File: config.mk
export PLATFORM = sky130hd
export DESIGN_NAME = pipe_latch
export DESIGN_NICKNAME = d
export VERILOG_FILES = /design/src/rtl/cpu_types_pkg.sv /design/src/rtl/sat_counter.sv /design/src/rtl/pipe_latch.sv
export SDC_FILE = /design/constraint.sdc
export NUM_CORES = 1
export LEC_CHECK = 0
export BUFFER_PORTS_ARGS = -buffer_cell sky130_fd_sc_hd__buf_2
export CAP_MARGIN = 30
export CORE_AREA = 2 2 83 85
export CTS_BUF_LIST = sky130_fd_sc_hd__clkbuf_4 sky130_fd_sc_hd__clkbuf_8
export CTS_CLUSTER_DIAMETER = 40
export DETAILED_ROUTE_END_ITERATION = 12
export DIE_AREA = 0 0 85 87
export PLACE_DENSITY = 0.86
export SKIP_LAST_GASP = 1
export SLEW_MARGIN = 10
export SYNTH_ARGS = -nofsm -noshare
export SYNTH_HDL_FRONTEND = slang
export SYNTH_SLANG_ARGS = --single-unit
File: constraint.sdc
create_clock -name CLK -period 2 [get_ports CLK]
set_input_delay 0.2 -clock CLK [delete_from_list [all_inputs] [get_ports CLK]]
set_output_delay 0.2 -clock CLK [all_outputs]
set_load 0.02 [all_outputs]
File: src/rtl/cpu_types_pkg.sv
// rtl/cpu_types_pkg.sv - shared pipeline types: latch occupancy states and stage payload structs
//
// Contents:
//   latch_state_t : occupancy of a two-entry pipeline latch (EMPTY/HALF/FULL)
//   idex_t        : ID/EX stage payload bundle carried through pipe_latch
//   IDEX_W        : width of idex_t, used to size pipe_latch DATA_W
package cpu_types_pkg;

    typedef enum logic [1:0] {
        EMPTY = 2'd0,
        HALF  = 2'd1,
        FULL  = 2'd2
    } latch_state_t;

    // ID/EX bundle: decoded control plus register/immediate fields.
    typedef struct packed {
        logic [5:0]  opcode;
        logic [4:0]  rd;
        logic [4:0]  rs1;
        logic [15:0] imm;
    } idex_t;

    localparam int IDEX_W = $bits(idex_t);

endpackage

File: src/rtl/sat_counter.sv
// rtl/sat_counter.sv - saturating event counter
//
// Ports:
//   clk : clock, rising edge
//   rst : asynchronous active-high reset, clears the count
//   inc : count one event this cycle
//   cnt : current count, sticks at all-ones
module sat_counter #(
    parameter int CNT_W = 16
) (
    input  logic             clk,
    input  logic             rst,
    input  logic             inc,
    output logic [CNT_W-1:0] cnt
);

    logic [CNT_W-1:0] cnt_q;
    logic [CNT_W-1:0] cnt_d;

    always_comb begin
        cnt_d = cnt_q;
        if (inc && (cnt_q != '1)) begin
            cnt_d = cnt_q + CNT_W'(1);
        end
    end

    always_ff @(posedge clk or posedge rst) begin
        if (rst) begin
            cnt_q <= '0;
        end else begin
            cnt_q <= cnt_d;
        end
    end

    assign cnt = cnt_q;

endmodule

File: src/rtl/pipe_latch.sv
// rtl/pipe_latch.sv - two-entry skid pipeline latch with valid/ready handshake and flush
//
// Ports:
//   CLK        : clock, rising edge
//   RST        : asynchronous active-high reset
//   in_valid   : upstream presents a payload
//   in_data    : upstream payload (DATA_W bits, e.g. idex_t)
//   in_ready   : latch can accept a payload this cycle (registered decode only)
//   out_valid  : out_data holds a live payload
//   out_data   : payload to downstream (always the main register)
//   out_ready  : downstream consumes out_data this cycle
//   flush      : squash all held payloads
//   stall_cnt  : cycles with out_valid & !out_ready   (PIPE_LATCH_PERF_EN only)
//   bubble_cnt : cycles with !out_valid & !flush      (PIPE_LATCH_PERF_EN only)
//
// Build option: define PIPE_LATCH_PERF_EN to add the saturating performance counters.
module pipe_latch
    import cpu_types_pkg::*;
#(
    parameter int                DATA_W    = 32,
    parameter logic [DATA_W-1:0] RESET_VAL = '0,
    parameter int                CNT_W     = 16
) (
    input  logic              CLK,
    input  logic              RST,
    input  logic              in_valid,
    input  logic [DATA_W-1:0] in_data,
    output logic              in_ready,
    output logic              out_valid,
    output logic [DATA_W-1:0] out_data,
    input  logic              out_ready,
    input  logic              flush
`ifdef PIPE_LATCH_PERF_EN
    ,
    output logic [CNT_W-1:0]  stall_cnt,
    output logic [CNT_W-1:0]  bubble_cnt
`endif
);

    if (CNT_W < 1) begin : g_bad_cnt_w
        $error("pipe_latch: CNT_W must be at least 1");
    end

    latch_state_t      state_q, state_d;
    logic [DATA_W-1:0] main_q, main_d;
    logic [DATA_W-1:0] skid_q, skid_d;
    logic              accept;
    logic              drain;

    // Both handshake outputs decode the state register alone, so in_ready
    // never depends combinationally on out_ready.
    assign in_ready  = (state_q != FULL);
    assign out_valid = (state_q != EMPTY);
    assign out_data  = main_q;

    assign accept = in_valid & in_ready;
    assign drain  = out_valid & out_ready;

    always_comb begin
        state_d = state_q;
        main_d  = main_q;
        skid_d  = skid_q;
        if (flush) begin
            // A concurrent drain has already been seen downstream; a concurrent
            // accept is simply dropped. Data registers keep stale contents.
            state_d = EMPTY;
        end else begin
            case (state_q)
                EMPTY: begin
                    if (accept) begin
                        main_d  = in_data;
                        state_d = HALF;
                    end
                end
                HALF: begin
                    if (accept && drain) begin
                        main_d = in_data;
                    end else if (accept) begin
                        skid_d  = in_data;
                        state_d = FULL;
                    end else if (drain) begin
                        state_d = EMPTY;
                    end
                end
                FULL: begin
                    // in_ready is low here, so only a drain can happen.
                    if (drain) begin
                        main_d  = skid_q;
                        state_d = HALF;
                    end
                end
                default: begin
                    state_d = EMPTY;
                end
            endcase
        end
    end

    always_ff @(posedge CLK or posedge RST) begin
        if (RST) begin
            state_q <= EMPTY;
            main_q  <= RESET_VAL;
            skid_q  <= RESET_VAL;
        end else begin
            state_q <= state_d;
            main_q  <= main_d;
            skid_q  <= skid_d;
        end
    end

`ifdef PIPE_LATCH_PERF_EN
    sat_counter #(
        .CNT_W (CNT_W)
    ) u_stall_cnt (
        .clk (CLK),
        .rst (RST),
        .inc (out_valid & ~out_ready),
        .cnt (stall_cnt)
    );

    sat_counter #(
        .CNT_W (CNT_W)
    ) u_bubble_cnt (
        .clk (CLK),
        .rst (RST),
        .inc (~out_valid & ~flush),
        .cnt (bubble_cnt)
    );
`endif

endmodule

Word-level counts from Yosys, hierarchy flattened:

Cells that the tools add are included.

* flip-flop bits (word level): 66
* input bits: 37
* output and inout bits: 34

* eq/ne operators: 10
* mux-type cells: 11
* bitwise operators: 4
* reductions and logical operators: 7

Operator list (number)
* two-way mux 32 bit: 3
* case mux 32 bit (3 select lines): 1
* two-way mux 2 bit: 6
* != test 3 bit, second input constant: 3
* != test 2 bit, second input constant: 4
* AND reduction 4 bit: 2
* case mux 2 bit (3 select lines): 1
* AND reduction 5 bit: 1
* != test 4 bit, second input constant: 1
* nonzero test 3 bit: 1
* AND 1 bit: 2
* equality test 2 x 1 -> 1 bit, second input constant: 1
* equality test 2 bit, second input constant: 1
* logical NOT 2 bit: 1
* inverter 1 bit: 2
* nonzero test 2 bit: 1
* logical AND 1 bit: 1

Logic depth before layout (Yosys ltp):

* word-level depth: 7
* mapped depth: 5
* mapped depth without buffers: 4

Least setup slack after synthesis:

No wires, ideal clock.

* path type: register -> register
* start point: register state_q[1]
* end point: register skid_q[11]
* setup time: 0.125 ns
* arrival: 1.390 ns
* data required time: 1.875 ns
* setup slack: 0.485 ns
* stages on the path, launching flop included: 5
* path buffers: 1
* cell sequence: dfrtp_1 > nor2b_2 > nor3b_4 > buf_6 > mux2_2

* word-level cells in the longest chain between the ends: 5
* elaborated cells between the ends (all ways): 8
* those cells by class: eq/ne: 2; bitwise: 3; reduce/logical: 3

Ends and longest elaborated chain
* start: declaration: line pipe_latch.sv:44 `latch_state_t state_q, state_d;`
* start signal: assignment: line pipe_latch.sv:105 `state_q <= state_d;`
* != test 2 bit or nonzero test 2 bit (tied branches): line pipe_latch.sv:52, pipe_latch.sv:53
* AND 1 bit (on tied branches): line pipe_latch.sv:56, pipe_latch.sv:57
* logical AND 1 bit: line pipe_latch.sv:76 `if (accept && drain) begin`
* inverter 1 bit (no source line)
* AND reduction 4 bit (no source line) (*)
* end signal: assignment: line pipe_latch.sv:107 `skid_q <= skid_d;`
* end: declaration: line pipe_latch.sv:46 `logic [DATA_W-1:0] skid_q, skid_d;`

Mark *: on every way between the ends. The rest lies on a longest branch, timed or not.
A chain may end at the register's enable or synchronous reset.

Worst setup path after layout:

* start point: register state_q[1]
* end point: register main_q[7] (netlist: out_data[7])

* word-level cells in the longest chain between the ends: 5
* elaborated cells between the ends (all ways): 14
* those cells by class: eq/ne: 6; mux: 1; bitwise: 2; reduce/logical: 5

Ends and longest elaborated chain
* != test 2 bit or nonzero test 2 bit (tied branches): line pipe_latch.sv:52, pipe_latch.sv:53
* AND 1 bit (on tied branches): line pipe_latch.sv:56, pipe_latch.sv:57
* logical AND 1 bit: line pipe_latch.sv:76
* != test 2 bit (no source line)
* AND reduction 5 bit (no source line)
* end signal: assignment: line pipe_latch.sv:106 `main_q <= main_d;`
* end: declaration: line pipe_latch.sv:45 `logic [DATA_W-1:0] main_q, main_d;`

Parallel ways exist; a longest one is shown, timed or not.

==> metrics.md <==
| Metric | Value |
|---|---|
| Synth Area per Inst | `17.0 sq um` |
| WP data arrival | `slightly below 2000 ps` |
| Routability Congestion | `approximately 0.72` |
| Hold crit path type | `input port to flop` |
| Layout Utilization | `0.579` |
| Cts repair resizes | `0` |
| Sequential Area | `around 0.0017 sq mm` |
| Final setup margin | `about 260 ps` |
| VDD IR max | `about 0.00048 V` |
| Largest net degree at the start of global routing | `between 60 and 70` |
| Cell variety after synth | `20` |
| CTS tree | `built` |
| Multi-input gate area | `between 0.001 and 0.0015 sq mm` |
| Row Count | `30` |
| Core Area | `~0.0066 sq mm` |
| Post-CTS setup buffer count | `0` |
| Synth Register Bits | `66` |
| Post-DP HPWL | `3900 um` |
| Layout Cell Area excl Fill | `~0.0038 sq mm` |
| Endpoints failing setup | `0` |
| H-Tree Depth | `3` |
| Final hold violation count | `0` |
| Busiest metal layer after global routing | `met2` |
| Pwr Density | `a little under 1000 mW/mm^2` |
| Fmax | `0.576 GHz` |
| Post-Syn Area | `0.00319 sq mm` |
| Crit-path max FO | `17` |
| Initial drt markers | `44` |
| I/O Buffers | `70` |
| Vias/cell | `4.98` |
| Clk Latency, worst-skew pair | `330 ps` |
| Top post-synthesis cells by area | `dfrtp_1 52%, mux2_4 26%, mux2_2 13%` |
| Total track usage | `0.160` |
| Worst-Margin Slew | `~350 ps` |
| Relative slew slack | `0.770` |
| Inserted Diodes | `0` |
| Vias in the first global route | `1874` |
| Filler cells | `527` |
| Met3 Use GR | `0.0360` |
| Max-Cap Viols | `0` |
| Yosys top cell area share | `0.518` |
| Via count | `1754` |
| Post-DP Area | `approximately 0.0036 sq mm` |
| RSZ-0062 raised after global routing | `false` |
| First-pass GRT wire length | `9040 um` |
| Static Leak | `1.92 nW` |
| Total wire length | `5500 um` |
| Width of the die | `around 85 um` |
| Area grow syn2layout | `19.4%` |
| Status | `completed` |
| Slew Viols, Final | `0` |
| Final net count | `a little over 300` |
| Crit Path Class | `flop to flop` |
| Final period utilization | `0.868` |
| Clock skew | `roughly 6.8 ps` |
| Drt pass-1 iters | `4` |
| TNS Setup | `0 ps` |
| Ports | `71` |
| CTS Buf Count | `9` |
| Reg clk slew, reported paths | `around 70 ps` |
| Drt wl/cell | `15.6 um` |
| Root Driver | `clkbuf_8` |
| Grt met1 use | `0.187` |
| Worst slack, placed | `between 200 and 300 ps` |
| Clock sink count | `66` |
| Antenna-violating nets left | `0` |
| Total Die Area | `~0.0074 sq mm` |
| Most numerous cell in the Yosys netlist | `dfrtp_1` |
| Min Tclk post-route | `about 1700 ps` |
| Syn. warnings | `0` |
| Layout cells sized above 1 | `0.717` |
| Mapped Cells | `188` |
| Async SR Flop Fraction | `1.00` |
| GRT met2 Usage | `0.279` |
| Cell taking the most area after synthesis | `dfrtp_1` |
| Antenna violations before repair | `0` |
| Initial Util | `0.485` |
| GRT overflow | `0` |
| Syn Nets | `about 230` |
| Die height | `approximately 87 um` |
| CP startpoint kind | `flop` |
| Crit end category | `flop` |
| Post-synth EDFFs | `0` |
| Sequential-to-total area share from yosys stat | `0.518` |
| DRC errors left | `0` |
| Top cells by count, synth | `66 x dfrtp_1, 56 x mux2_4, 38 x mux2_2` |
| Clock tree buffer depth | `2` |
| Post-synth top flop | `dfrtp_1` |
| CP required | `~2200 ps` |
-- what timing repair did --
item	4_1_cts	5_1_grt
hold buffers	1	0
endpoints found under the setup margin	0	0
endpoints found under the hold margin	66	0
-- final timing paths --
check	slack [ps]	cells after the start	end	from
setup / recovery	260	5	out_data[7]	state_q[1]
hold / removal	120	2	skid_q[2]	in_data[2]
setup reg to reg	260	5	out_data[7]	state_q[1]
hold reg to reg	490	1	out_data[19]	out_data[19]
max in group asynchronous	1240	4	out_data[22]	RST
min in group asynchronous	480	4	out_data[5]	RST
-- registers in the layout, indices dropped and copies added, names as in the netlist --
name,cells
out_data,32
skid_q,32
state_q,2
-- kinds of logic after synthesis --
logic type,Yosys count,synth area share
compound gates,4,0.0118
buf+inv,11,0.0400
flops,66,0.518
mux,96,0.405
simple gates,11,0.0247
-- critical path: stages (launching register included) --
cell     delay, ps
dfrtp_1        450
nor2b_2        180
nand2_1        110
a21oi_4        190
buf_4          340
mux2_4         330
-- per-stage QoR --
step	hold WS (ps)	cells	total power, mW
global placement	297	335	2.77
floorplan	266	188	2.52
detailed placement	300	335	2.82
global route	110	352	3.97
finish	118	352	3.76
CTS	107	352	3.81
-- cells in the final DEF, fill, tap and decap left out --
cell type,count
buf_2,70
dfrtp_1,66
mux2_4,56
mux2_2,38
clkbuf_8,10
buf_12,4
clkbuf_4,3
clkinv_2,3
buf_4,3
nand2b_2,2
nand2_1,2
or2_2,2
mux2_1,2
nor2b_2,1
nor3b_4,1
nand3b_1,1
a21oi_4,1
inv_2,1
o21a_1,1
a21oi_1,1
o22a_1,1
nor2_1,1
nor3_1,1
dlygate4sd3_1,1
-- power by group --
group	total [mW]	internal [mW]	switching, mW
Combinational	0.945	0.529	0.416
Clock	0.981	0.520	0.462
Sequential	1.84	1.66	0.173
Total	3.76	2.71	1.05
-- routing by layer --
metal | wire, um | vias up | part of all wire
li1 | - | 826 | -
met1 | 2280 | 877 | 0.41
met2 | 2890 | 42 | 0.52
met3 | 228 | 9 | 0.041
met4 | 108 | 0 | 0.020
met5 | 0 | - | 0
-- cell type report --
type / count / area share
inverter: 1 / 0.000987
tap: 80 / 0.0263
multi-input combinational: 111 / 0.371
clock buffer: 13 / 0.0421
sequential: 66 / 0.434
clock inverter: 3 / 0.00395
timing repair buffer: 78 / 0.122
No activity file was read; power rests on OpenSTA's default activity.
